File: config.mk
export PLATFORM = sky130hd
export DESIGN_NAME = bus_trace_capture
export DESIGN_NICKNAME = d
export VERILOG_FILES = /design/src/rtl/bus_trace_pkg.sv /design/src/rtl/trace_fifo.sv /design/src/rtl/bus_trace_capture.sv
export SDC_FILE = /design/constraint.sdc
export NUM_CORES = 1
export LEC_CHECK = 0
export CORE_MARGIN = 1
export CORE_UTILIZATION = 56
export CTS_CLUSTER_DIAMETER = 120
export DETAILED_ROUTE_END_ITERATION = 6
export GPL_TIMING_DRIVEN = 0
export PLACE_DENSITY = 0.75
export SETUP_SLACK_MARGIN = 0.5
export SLEW_MARGIN = 25
export SYNTH_ARGS = -nofsm -noshare
export SYNTH_HDL_FRONTEND = slang
export SYNTH_HIERARCHICAL = 1
export SYNTH_SLANG_ARGS = --single-unit
File: constraint.sdc
create_clock -name clk -period 3.86 [get_ports clk]
set_input_delay 0.772 -clock clk [delete_from_list [all_inputs] [get_ports clk]]
set_output_delay 0.772 -clock clk [all_outputs]
set_load 0.01 [all_outputs]
File: src/rtl/bus_trace_pkg.sv
// Shared definitions for the C64 bus-cycle trace logger: register map, bit positions, FIFO entry layout.
// Define BUS_TRACE_TIMESTAMP_EN to add an 8-bit inter-entry cycle delta to every entry.
package bus_trace_pkg;

  localparam logic [3:0] REG_CTRL       = 4'd0;
  localparam logic [3:0] REG_STATUS     = 4'd1;
  localparam logic [3:0] REG_COUNT      = 4'd2;
  localparam logic [3:0] REG_THRESH     = 4'd3;
  localparam logic [3:0] REG_HEAD_ALO   = 4'd4;
  localparam logic [3:0] REG_HEAD_AHI   = 4'd5;
  localparam logic [3:0] REG_HEAD_D     = 4'd6;
  localparam logic [3:0] REG_HEAD_FLAGS = 4'd7;
  localparam logic [3:0] REG_POP        = 4'd8;
  localparam logic [3:0] REG_MATCH_LO   = 4'd9;
  localparam logic [3:0] REG_MATCH_HI   = 4'd10;
  localparam logic [3:0] REG_MASK_LO    = 4'd11;
  localparam logic [3:0] REG_MASK_HI    = 4'd12;
  localparam logic [3:0] REG_TSTAMP     = 4'd13;

  localparam int CTRL_ENABLE      = 0;
  localparam int CTRL_IRQ_EN      = 1;
  localparam int CTRL_WRITES_ONLY = 2;
  localparam int CTRL_CLEAR       = 6;

  localparam int STAT_OVERFLOW = 7;
  localparam int STAT_FULL     = 6;
  localparam int STAT_EMPTY    = 5;
  localparam int STAT_IRQ      = 4;

`ifdef BUS_TRACE_TIMESTAMP_EN
  localparam int ENTRY_W = 33;
  typedef struct packed {
    logic [15:0] addr;
    logic [7:0]  data;
    logic        rw;
    logic [7:0]  dt;
  } entry_t;
`else
  localparam int ENTRY_W = 25;
  typedef struct packed {
    logic [15:0] addr;
    logic [7:0]  data;
    logic        rw;
  } entry_t;
`endif

endpackage

File: src/rtl/trace_fifo.sv
// Single-clock FIFO with a registered head word; clear has priority over push and pop,
// and a push into a full FIFO succeeds only when a pop frees a slot in the same clock.
module trace_fifo #(
  parameter int W          = 25,
  parameter int DEPTH_BITS = 5
) (
  input  logic                clk,
  input  logic                reset,
  input  logic                push,
  input  logic                pop,
  input  logic                clear,
  input  logic [W-1:0]        din,
  output logic                full,
  output logic                empty,
  output logic [DEPTH_BITS:0] count,
  output logic [W-1:0]        head
);

  localparam int DEPTH = 1 << DEPTH_BITS;
  localparam logic [DEPTH_BITS:0] DEPTH_CNT = (DEPTH_BITS + 1)'(DEPTH);
  localparam logic [DEPTH_BITS:0] ONE_CNT   = (DEPTH_BITS + 1)'(1);

  logic [W-1:0]          mem [DEPTH];
  logic [DEPTH_BITS-1:0] wr_ptr;
  logic [DEPTH_BITS-1:0] rd_ptr;
  logic [DEPTH_BITS-1:0] rd_next;
  logic [DEPTH_BITS:0]   cnt;
  logic                  do_push;
  logic                  do_pop;

  assign full    = (cnt == DEPTH_CNT);
  assign empty   = (cnt == '0);
  assign count   = cnt;
  assign rd_next = rd_ptr + 1'b1;
  assign do_pop  = pop & ~empty & ~clear;
  assign do_push = push & (~full | do_pop) & ~clear;

  always_ff @(posedge clk) begin
    if (do_push && !reset) begin
      mem[wr_ptr] <= din;
    end
  end

  always_ff @(posedge clk) begin
    if (reset || clear) begin
      wr_ptr <= '0;
      rd_ptr <= '0;
      cnt    <= '0;
    end else begin
      if (do_push) wr_ptr <= wr_ptr + 1'b1;
      if (do_pop)  rd_ptr <= rd_next;
      cnt <= cnt + (DEPTH_BITS + 1)'(do_push) - (DEPTH_BITS + 1)'(do_pop);
    end
  end

  // Head tracks the oldest entry; a push into an emptying FIFO bypasses the RAM.
  always_ff @(posedge clk) begin
    if (reset) begin
      head <= '0;
    end else if (!clear) begin
      if (do_pop) begin
        head <= (cnt == ONE_CNT) ? din : mem[rd_next];
      end else if (do_push && empty) begin
        head <= din;
      end
    end
  end

endmodule

File: src/rtl/bus_trace_capture.sv
// Passive C64 bus-cycle logger with a 16-byte register aperture for FIFO readback.
// Optional build macro BUS_TRACE_TIMESTAMP_EN adds per-entry cycle deltas (register 13).
module bus_trace_capture
  import bus_trace_pkg::*;
#(
  parameter int DEPTH_BITS = 5
) (
  input  logic        clk,
  input  logic        reset,
  input  logic        cycle_tick,
  input  logic [15:0] bus_a,
  input  logic [7:0]  bus_d,
  input  logic        bus_rw,
  input  logic        exclude,
  input  logic [3:0]  a,
  input  logic [7:0]  d_d,
  output logic [7:0]  d_q,
  input  logic        read_strobe,
  input  logic        write_strobe,
  output logic        irq
);

  // Register access: write_strobe is a single-clk pulse that commits d_d to register a in
  // that clk; reads are purely combinational on a, so read_strobe carries no side effects.
  logic        enable, irq_en, writes_only;
  logic [7:0]  thresh;
  logic [15:0] match, mask;
  logic        overflow;
  logic        irq_q;

  logic                wr_ctrl, clear, pop_req, capture, addr_hit;
  logic                fifo_full, fifo_empty;
  logic [DEPTH_BITS:0] fifo_count;
  logic [ENTRY_W-1:0]  head_bits;
  entry_t              new_entry, head_entry;
  logic                unused_inputs;

  assign unused_inputs = read_strobe;

  assign wr_ctrl  = write_strobe && (a == REG_CTRL);
  assign clear    = wr_ctrl && d_d[CTRL_CLEAR];
  assign pop_req  = write_strobe && (a == REG_POP);
  assign addr_hit = ((bus_a ^ match) & mask) == 16'h0000;
  assign capture  = cycle_tick & enable & ~exclude & addr_hit & (~writes_only | ~bus_rw);

`ifdef BUS_TRACE_TIMESTAMP_EN
  logic [7:0] dt_cnt, dt_next;
  logic       stored;

  assign dt_next = (dt_cnt == 8'hFF) ? 8'hFF : dt_cnt + 8'd1;
  assign stored  = capture & (~fifo_full | (pop_req & ~fifo_empty));

  always_ff @(posedge clk) begin
    if (reset || clear) begin
      dt_cnt <= 8'h00;
    end else if (cycle_tick) begin
      dt_cnt <= stored ? 8'h00 : dt_next;
    end
  end
`endif

  always_comb begin
    new_entry      = '0;
    new_entry.addr = bus_a;
    new_entry.data = bus_d;
    new_entry.rw   = bus_rw;
`ifdef BUS_TRACE_TIMESTAMP_EN
    new_entry.dt   = dt_next;
`endif
  end

  assign head_entry = entry_t'(head_bits);

  trace_fifo #(
    .W          (ENTRY_W),
    .DEPTH_BITS (DEPTH_BITS)
  ) u_fifo (
    .clk   (clk),
    .reset (reset),
    .push  (capture),
    .pop   (pop_req),
    .clear (clear),
    .din   (new_entry),
    .full  (fifo_full),
    .empty (fifo_empty),
    .count (fifo_count),
    .head  (head_bits)
  );

  always_ff @(posedge clk) begin
    if (reset) begin
      enable      <= 1'b0;
      irq_en      <= 1'b0;
      writes_only <= 1'b0;
      thresh      <= 8'h00;
      match       <= 16'h0000;
      mask        <= 16'h0000;
    end else if (write_strobe) begin
      case (a)
        REG_CTRL: begin
          enable      <= d_d[CTRL_ENABLE];
          irq_en      <= d_d[CTRL_IRQ_EN];
          writes_only <= d_d[CTRL_WRITES_ONLY];
        end
        REG_THRESH:   thresh      <= d_d;
        REG_MATCH_LO: match[7:0]  <= d_d;
        REG_MATCH_HI: match[15:8] <= d_d;
        REG_MASK_LO:  mask[7:0]   <= d_d;
        REG_MASK_HI:  mask[15:8]  <= d_d;
        default: ;
      endcase
    end
  end

  // A pop while full frees the slot the coincident capture needs, so that is not an overflow.
  always_ff @(posedge clk) begin
    if (reset || clear) begin
      overflow <= 1'b0;
    end else if (capture && fifo_full && !pop_req) begin
      overflow <= 1'b1;
    end
  end

  always_ff @(posedge clk) begin
    if (reset) begin
      irq_q <= 1'b0;
    end else begin
      irq_q <= irq_en && (8'(fifo_count) >= thresh) && (thresh != 8'h00);
    end
  end

  assign irq = irq_q;

  always_comb begin
    d_q = 8'h00;
    case (a)
      REG_CTRL:       d_q = {5'b0, writes_only, irq_en, enable};
      REG_STATUS:     d_q = {overflow, fifo_full, fifo_empty, irq_q, 4'b0};
      REG_COUNT:      d_q = 8'(fifo_count);
      REG_THRESH:     d_q = thresh;
      REG_HEAD_ALO:   d_q = fifo_empty ? 8'h00 : head_entry.addr[7:0];
      REG_HEAD_AHI:   d_q = fifo_empty ? 8'h00 : head_entry.addr[15:8];
      REG_HEAD_D:     d_q = fifo_empty ? 8'h00 : head_entry.data;
      REG_HEAD_FLAGS: d_q = fifo_empty ? 8'h00 : {7'b0, head_entry.rw};
      REG_MATCH_LO:   d_q = match[7:0];
      REG_MATCH_HI:   d_q = match[15:8];
      REG_MASK_LO:    d_q = mask[7:0];
      REG_MASK_HI:    d_q = mask[15:8];
`ifdef BUS_TRACE_TIMESTAMP_EN
      REG_TSTAMP:     d_q = fifo_empty ? 8'h00 : head_entry.dt;
`endif
      default:        d_q = 8'h00;
    endcase
  end

endmodule

Yosys cells after proc, flatten, opt, wreduce, memory -nomap -nowiden
Memory sizes are Yosys's and may differ from the RTL's.
Index checks and enable logic that the tools add are counted.
Widths: inputs -> output; s select.

operators by class
  multipliers = 0
  $lt $le $gt $ge = 1
  reductions and logical operators = 24
  shift-type cells = 0
  multiplexer cells = 10
  divide/modulo/power cells = 0
  eq/ne operators = 14
  $add $sub $neg = 4
  bitwise operators = 18

operator list
  cell                 number
  $pmux 8 s12          1
  $mux 25              3
  $mux 8               3
  $eq 4x4->1 const B   5
  $and 16x16->16       1
  $eq 4x3->1 const B   4
  $logic_not 16->1     1
  $xor 16x16->16       1
  $reduce_and 2->1     7
  $add 5x1->5 const B  2
  $logic_and 1x1->1    9
  $and 1x1->1          8
  $eq 4x2->1 const B   2
  $ge 6x8->1           1
  $reduce_bool 8->1    1
  $add 6x1->6          1
  $eq 6x1->1 const B   1
  $eq 6x6->1 const B   1
  $logic_not 6->1      1
  $not 1->1            6
  $sub 6x1->6          1
  $eq 4x1->1 const B   1
  $logic_not 4->1      1
  $mux 1               3
  other kinds (4)      6

storage, ports and cells
  memories = 1
  output and inout port bits = 9
  input port bits = 43
  bits in read-only memories = 0
  bits in latches = 0
  logic and storage cells = 86
  bits in writable memories = 800
  bits in registers = 86

memories
  name        words  width  read ports  clocked after Yosys merged registers in  wr ports  RTL line          text
  u_fifo.mem  32     25     1           0                                        1         trace_fifo.sv:23  logic [W-1:0] mem [DEPTH];

Logic depth before layout (Yosys ltp)
Gate-level depths: netlist of the first run.

  word-level depth = 11
  depth in mapped cells = 18
  gate-level depth less buffers = 18

Cells and area by module
Netlist of the first run, hierarchy kept.

by module, submodules not included
  module             area an instance (um^2)  sequential area each (um^2)  instances  cells each
  trace_fifo         32866.5                  24843.8                      1          1745
  bus_trace_capture  2815.2                   900.9                        1          325

Least setup slack after synthesis of the first run
Ideal clock, no wire load.

  path type = in2reg
  from = input a[0]
  to = memory u_fifo.mem[30][0] (enable)
  cell stages on the path = 9
  slack = 226 ps
  path buffers = 2
  arrival time = 3227 ps
  path through = buf_4 nor2_1 nand3_1 nor2_1 or2_2 clkbuf_1 nor2_1 nand2_1 nor2_1

between the ends
  word-level cells in the longest chain between the ends = 11

RTL lines
  item                            RTL line                            text
  start, declared                 bus_trace_capture.sv:15             input logic [3:0] a,
  $logic_not 4->1 *               bus_trace_capture.sv:40             assign wr_ctrl = write_strobe && (a == REG_CTRL);
  $logic_and 1x1->1 *             bus_trace_capture.sv:40
  $logic_and 1x1->1 *             bus_trace_capture.sv:41             assign clear = wr_ctrl && d_d[CTRL_CLEAR];
  named net clear                 bus_trace_capture.sv:31             logic wr_ctrl, clear, pop_req, capture, addr_hit;
  $not 1->1 *                     trace_fifo.sv:35, trace_fifo.sv:36
  $and 1x1->1                     trace_fifo.sv:35                    assign do_pop = pop & ~empty & ~clear;
  $or 1x1->1                      trace_fifo.sv:36                    assign do_push = push & (~full | do_pop) & ~clear;
  $and 1x1->1                     trace_fifo.sv:36
  $and 1x1->1 *                   trace_fifo.sv:36
  $logic_and 1x1->1 *             trace_fifo.sv:39                    if (do_push && !reset) begin
  $mux 1 *                        trace_fifo.sv:39
  $mux 1 (not written as such) *  trace_fifo.sv:40                    mem[wr_ptr] <= din;
  end, declared                   trace_fifo.sv:23

Mark *: on every way through the listed nets, which the timed path passes. The rest lies on a longest branch.

Worst setup path in the final report of the first run
  from = input bus_a[4]
  to = register u_fifo.cnt[4], in the netlist u_fifo/count[4]

between the ends
  word-level cells in the longest chain between the ends = 9

RTL lines
  item                       RTL line                 text
  start, declared            bus_trace_capture.sv:11  input logic [15:0] bus_a,
  $xor 16x16->16             bus_trace_capture.sv:43  assign addr_hit = ((bus_a ^ match) & mask) == 16'h0000;
  $and 16x16->16             bus_trace_capture.sv:43
  $logic_not 16->1           bus_trace_capture.sv:43
  $and 1x1->1 (2 in series)  bus_trace_capture.sv:44  assign capture = cycle_tick & enable & ~exclude & addr_hit & (~writes_only | ~bus_rw);
  named net capture          bus_trace_capture.sv:31
  $and 1x1->1 (2 in series)  trace_fifo.sv:36
  $add 6x1->6                trace_fifo.sv:52         cnt <= cnt + (DEPTH_BITS + 1)'(do_push) - (DEPTH_BITS + 1)'(do_pop);
  $sub 6x1->6                trace_fifo.sv:52
  end signal, assigned       trace_fifo.sv:52
  end, declared              trace_fifo.sv:27         logic [DEPTH_BITS:0] cnt;

The timed path passes the listed nets, and every way through them passes these cells.
A chain may end at the register's enable or synchronous reset.

==> results.md, run 1 <==
- finished clean — outcome
- reg2reg — Min-Delay Path Class
- 3953 — fill cell total of the finished layout
- 0 — hold bufs inserted after CTS
- 20700 — vias in the first global route
- 18.2% — synth-to-layout area growth
- 0.65 ns — Skew-Pair Late Insertion Delay
- 0 — DR DRC count
- 89.6% — final period utilization
- 0.907 — global placer's final weighted congestion
- 17 — logic depth of the worst path, buffers included
- u_fifo/head[17] — reg-to-reg critical path endpoint
- 7 — number of iterations in the first detailed-routing pass
- 0 — number of routed nets with antenna violations
- 800 — EDFF count, synth
- 34 — maximum net fanout on the critical path
- in2reg — CP Class
- 17.2 um2 — synthesized area per cell
- 886 — FF+latch count, synth
- 6.54 — Vias/cell
- buf_2 — Critical Path Slowest Stage Cell
- input port — Startpoint Class
- 0 — final-report setup violation count
- 35700 um2 — Syn Std Cell Area
- edfxtp_1 — top_reg_cell synth
- 72.2% — fraction of the yosys area taken by sequential cells
- 0.60 ns — register-to-register setup slack
- 25700 um2 — Seq. cell area
- buffers and inverters — cell family contributing the most delay on the critical path
- 0 — leftover overflow at the end of global routing
- mask[11] — source of the worst hold timing path
- 13.7 nW — Leak Pwr
- bus_a[4] — CP Launch Point
- 69 — count of different cell masters after synthesis
- 0 — number of violations of the max-capacitance limit
- flip-flop — critical path endpoint category
- -1.43 ns — worst setup timing slack at the placement stage
- 48 — buffers added on ports
- 140 mm — first-pass GRT wire length
- 60.5 mm — Detailed Place HPWL
- 1.12 ns — slew at the pin with the worst max-slew slack
- 886 — number of sinks driven by the clock tree
- 0 — hold violation total from the final report
- 0.000346 V — Max VDD drop
- 0.482 ns — Hold Slack
- 67.0% — Finished Core Util
- 2070 — synthesized instance count
- 3218 — number of non-filler instances in the completed layout
- 35 — maximum number of pins on one net before global-route repair
- 4 — number of antenna violations at the first check in global routing
- 30.8% — gr usage total
- 254 um — Chip Height
- 6 — number of warnings printed during yosys synthesis
- 21100 — total number of vias
- 24.4% — share of layout cells above drive strength 1
- 2946 — violation count after the first detailed-routing iteration
- 52 — top-level I/O count
- 9 — length in cells of the worst reg-to-reg path
- 3 — worst-case clock buffer depth
- 289 MHz — highest clock frequency the design can meet
- 0.0272 ns — skew final
- 479 nW/um2 — areal power density over the cells
- 254 um — DIE WIDTH
- 89 — TritonCTS Buffers
- 92 — placement row count
- u_fifo/rd_ptr[0] — reg-to-reg startpoint
- 0% — proportion of register bits with asynchronous set or reset after synthesis
- 9560 um2 — combined area of the multi-input logic cells
- 3 — Max H-tree Level
- 0.55 ns — Max stage delay on crit path
- 0 — Final Max Tran Viols
- 63000 um2 — core footprint
- 3.97 ns — data arrival time of the worst path
- 2361 — Net count, final
- 2133 — nets in the synthesized netlist
- 98.2 mm — final wirelength
- buf_2 > xor2_1 > a222oi_1 > and2_1 > inv_1 > a211oi_4 > nand2_1 > nand2_1 > ha_1 > inv_1 > fa_1 > inv_1 > a21oi_1 > nor2_1 > nor2_1 > xor2_1 > nor2_1 — cells along the critical path
- 4.37 ns — Crit path required time
- 30.5 um — routed wirelength normalized by instance count
- 0.07 ns — CTS clock-pin slew for the worst setup and hold paths
- 4 — buffer and inverter count on the worst path
- 3004 — Inst Count DP
- 56.7% — initial standard-cell utilization of the core
- 3.46 ns — shortest clock period the worst path allows after layout
- 25.2% — Slew HR
- clkbuf_16 — clock root cell
- yes — unrepaired setup endpoints after global routing
- u_fifo/count[4] — crit path capture
- 64700 um2 — area enclosed by the die boundary
- 0.400 ns — final worst-path setup slack
- built — CTS tree
==> cells in the mapped netlist, types with 23 or more instances <==
cell      number  area share [%]
a21oi_1       42            0.59
clkbuf_1      44            0.46
edfxtp_1     800              67
dfxtp_1       86             4.8
mux4_2       169              11
buf_2         36            0.50
xor2_1        23            0.56
nor2_1       131             1.4
buf_4         31            0.65
nor2b_1       23            0.40
a31oi_1       26            0.46
nand2_1      225             2.4
mux2i_1      111             3.1
nand3_1       81             1.1
==> layer usage <==
metal / global-route usage [%] / up-vias / part of all wire (%)
met5: 0 / - / 0.030
li1: - / 8612 / -
met2: 49.3 / 1425 / 48
met1: 40.4 / 10700 / 37
met4: 15.4 / 4 / 5.4
met3: 6.38 / 326 / 10
==> final cells by class <==
type                            instances  share of cell area [%]
Antenna cell                            1                 0.00593
Buffer                                119                    1.70
Tap cell                              846                    2.51
Sequential cell                       886                    61.0
Inverter                               22                   0.196
Clock inverter                         52                    1.31
Multi-Input combinational cell       1043                    22.7
Timing Repair Buffer                  137                    4.89
Clock buffer                          112                    5.68
==> registers in the layout, summed over array words and instances (netlist names), 5 cells and up <==
| register | count |
|---|---|
| thresh | 8 |
| match | 16 |
| u_fifo/wr_ptr | 5 |
| u_fifo/head | 25 |
| mask | 16 |
| u_fifo/rd_ptr | 5 |
| u_fifo/count | 6 |
| u_fifo/mem | 800 |
==> worst min path at each step <==
stage / slack (ns) / endpoint / cells past startpoint
2_1_floorplan: 0.44 / overflow / 1
5_1_grt: 0.51 / mask[8] / 2
3_3_place_gp: 0.46 / mask[15] / 2
3_5_place_dp: 0.47 / mask[12] / 2
4_1_cts: 0.48 / mask[12] / 2
6_report: 0.48 / mask[11] / 2
==> placed cells by master (no fill, tap or decap), types with 21 or more instances in the layout <==
master	netlist	layout
edfxtp_1	800	800
dfxtp_1	86	82
inv_1	22	21
xor2_1	23	23
clkbuf_16	0	92
nor2_4	2	35
buf_16	0	33
a31oi_1	26	25
clkbuf_1	44	55
mux2i_1	111	111
nand3_1	81	80
buf_12	0	27
mux4_2	169	169
nand2_1	225	221
nand4_1	21	21
buf_2	36	44
nor2_1	131	94
a21oi_1	42	42
buf_4	31	55
nor2b_1	23	21
==> worst register-to-register path, cell delays in order, from the launching register on <==
cell	delay, ns
dfxtp_2	0.35
ha_1	0.31
buf_4	0.23
buf_6	0.23
buf_6	0.23
buf_4	0.27
mux2i_1	0.22
a222oi_1	0.92
nor2b_1	0.15
nor4_2	0.27
==> per-stage QoR <==
stage	power [W]	cell area, um2	setup TNS, ns
floorplan	0.0111	35700	0
global placement	0.0115	37200	-2315.05
detailed placement	0.0115	38400	-1023.41
CTS	0.0202	42000	0
global route	0.0206	42200	0
finish	0.0202	42200	0
==> kinds of logic (layout without fill, tap and decap cells) <==
logic type	count (synthesis)	count (layout)	share of synthesized area, %
other cells	0	1	0
buf+inv	141	442	2.03
xor+xnor	30	30	0.810
compound gates	142	142	2.71
flops	886	886	72.2
mux	287	287	14.0
simple gates	564	564	7.56
fa+ha+maj	20	20	0.722
==> timing repair <==
action / 4_1_cts / 5_1_grt
setup buffers: 44 / 3
pin swaps: 30 / 6
resized for setup: 30 / 63
endpoints found under the setup margin: 841 / 831
gates cloned: 0 / 1
==> where the power goes <==
part	switching (W)	internal (W)	total (W)
clock network	0.00372	0.00509	0.00881
logic	0.000563	0.000312	0.000876
registers	0.0000279	0.0105	0.0105
total	0.00431	0.0159	0.0202
Note: power is estimated with default switching activity, not from simulation.
==> run 2, diff against run 1 <==
Settings changed: SETUP_SLACK_MARGIN 0.5 to not set.
==> run 2 against run 1 <==
- the run now ends with DRC left
- fmax fell by 9.2%
- design area decreased by 0.45%
- clock power hardly changed
- flip-flop and latch count unchanged
- non-clock buffer count grew 4
- core utilization shrank 0.30 points
- cell count increased by 0.16%
- highest routed layer unchanged
==> results.md, run 2 (synthesis results as in run 1) <==
- 92 — placement row count
- built — CTS tree
- 2365 — Net count, final
- 3 — Max H-tree Level
- 4.21 ns — Crit path required time
- 56.7% — initial standard-cell utilization of the core
- 0 — hold violation total from the final report
- 10 — maximum net fanout on the critical path
- 24.9% — Slew HR
- 9480 um2 — combined area of the multi-input logic cells
- 1.13 ns — slew at the pin with the worst max-slew slack
- 0 — final-report setup violation count
- 0 — number of routed nets with antenna violations
- met2 — most utilized layer in the global route result
- 5 — number of antenna violations at the first check in global routing
- reg2reg — Min-Delay Path Class
- 97.7 mm — final wirelength
- 17.7% — synth-to-layout area growth
- 66.7% — Finished Core Util
- flip-flop — critical path endpoint category
- u_fifo/mem[16][6] — crit path capture
- 0 — Final Max Tran Viols
- 98.7% — final period utilization
- 38400 um2 — standard cell area after detailed placement
- 63000 um2 — core footprint
- 35 — maximum number of pins on one net before global-route repair
- input port — Startpoint Class
- u_fifo/mem: 800 flops, u_fifo/head: 25 flops — largest registers in the final layout
- a[3] — CP Launch Point
- 30.3 um — routed wirelength normalized by instance count
- 3 — worst-case clock buffer depth
- 136 mm — first-pass GRT wire length
- 0.64 ns — Skew-Pair Late Insertion Delay
- 52 — top-level I/O count
- 0 — number of violations of the max-capacitance limit
- 39.2% — GR met1 Demand/Resource
- 42000 um2 — area of all placed cells without fillers
- 480 nW/um2 — areal power density over the cells
- 254 um — Chip Height
- 3.81 ns — shortest clock period the worst path allows after layout
- 4.15 ns — data arrival time of the worst path
- 6.52 — Vias/cell
- edfxtp_1, nand2_1, mux4_2, mux2i_1, nor2_1 — most used cells in the layout excluding fill and tap cells
- u_fifo/rd_ptr[0] — reg-to-reg startpoint
- 20300 — vias in the first global route
- DRC — failing checks
- 0.06 ns — CTS clock-pin slew for the worst setup and hold paths
- 48 — buffers added on ports
- 800 — flip-flop count of the largest register after layout
- 254 um — DIE WIDTH
- in2reg — CP Class
- 21000 — total number of vias
- 1 — DR DRC count
- 47.5% — M2 GR Usage
- 7 — number of iterations in the first detailed-routing pass
- 263 MHz — highest clock frequency the design can meet
- 64700 um2 — area enclosed by the die boundary
- 25700 um2 — Seq. cell area
- u_fifo/head[17] — reg-to-reg critical path endpoint
- 2979 — violation count after the first detailed-routing iteration
- 13.5 nW — Leak Pwr
- 886 — number of sinks driven by the clock tree
- 9 — length in cells of the worst reg-to-reg path
- 0.486 ns — Hold Slack
- 3964 — fill cell total of the finished layout
- 23.6% — share of layout cells above drive strength 1
- 6.39% — M3 GR Usage
- u_fifo/mem — register name with the most flops
- 0.000346 V — Max VDD drop
- yes — unrepaired setup endpoints after global routing
- mask[11] — source of the worst hold timing path
- finished with violations — outcome
- 29.6% — gr usage total
- clkbuf_16 — clock root cell
- 0.907 — global placer's final weighted congestion
- 60.5 mm — Detailed Place HPWL
- 0.23 ns — register-to-register setup slack
- 0.0224 ns — skew final
- edfxtp_1 — most common cell after layout, fill and taps aside
- 89 — TritonCTS Buffers
- 0 — leftover overflow at the end of global routing
[run 2: changes by cell type in the layout (fill, tap and decap cells not counted), sizes merged]
cell	change
dlymetal6s2s	-8
buf	+14
clkdlybuf4s50	+11
diode	+1
clkdlybuf4s15	-1
dlygate4sd2	-2
clkbuf	-10
[run 2: critical path: stages]
cell and delay [ns]:
clkdlybuf4s50_1 0.52, buf_4 0.23, nand3b_4 0.14, nor3_2 0.30, inv_1 0.10, nor2_1 0.38, o21ai_0 0.30, nor2_2 0.39
nand2_2 0.40, nor2_4 0.37, buf_4 0.24
[run 2: layer usage]
metal,routed length [um],part of all wire (%)
met3,10800,11
met4,5180,5.3
met1,35000,36
met5,35,0.036
met2,46600,48
[run 2: layout make-up]
class                   count  share of cell area (%)
clock buffers             112                    5.71
diodes                      2                  0.0119
clock inverters            52                    1.31
well taps                 846                    2.52
inverters                  22                   0.197
multi-input cells        1043                    22.6
repair buffers            141                    4.81
plain buffers             119                    1.55
flip-flops and latches    886                    61.3
[run 2: timing repair]
item | 4_1_cts | 5_1_grt
setup endpoints to repair | 806 | 602
gates resized for setup | 9 | 11
hold endpoints to repair | 0 | 0
hold buffers | 0 | 0
pin swaps | 6 | 25
setup buffers | 9 | 43
[run 2: stage by stage]
| stage | setup TNS [ns] | total power (W) | worst slack, ns | std cells |
|---|---|---|---|---|
| after floorplan | 0 | 0.0111 | 0.226 | 2070 |
| after CTS | 0 | 0.0201 | 0.0209 | 3177 |
| final | 0 | 0.0201 | 0.0511 | 3223 |
| after detailed placement | -1023.41 | 0.0115 | -1.43 | 3004 |
| after global routing | -0.0672 | 0.0206 | -0.0233 | 3221 |
| after global placement | -2315.05 | 0.0115 | -3.05 | 2964 |
[run 2: worst min path at each step]
stage                to  cells past startpoint  slack, ns
3_5_place_dp   mask[12]                      2       0.47
6_report       mask[11]                      2       0.49
4_1_cts        mask[12]                      2       0.48
3_3_place_gp   mask[15]                      2       0.46
2_1_floorplan  overflow                      1       0.44
5_1_grt         mask[8]                      2       0.51
[run 2: power breakdown]
| group | leakage [nW] | total (W) | switching [W] | internal [W] |
|---|---|---|---|---|
| Clock | 1.44 | 0.00879 | 0.00370 | 0.00509 |
| Combinational | 4.22 | 0.000855 | 0.000558 | 0.000298 |
| Sequential | 7.88 | 0.0105 | 0.0000279 | 0.0105 |
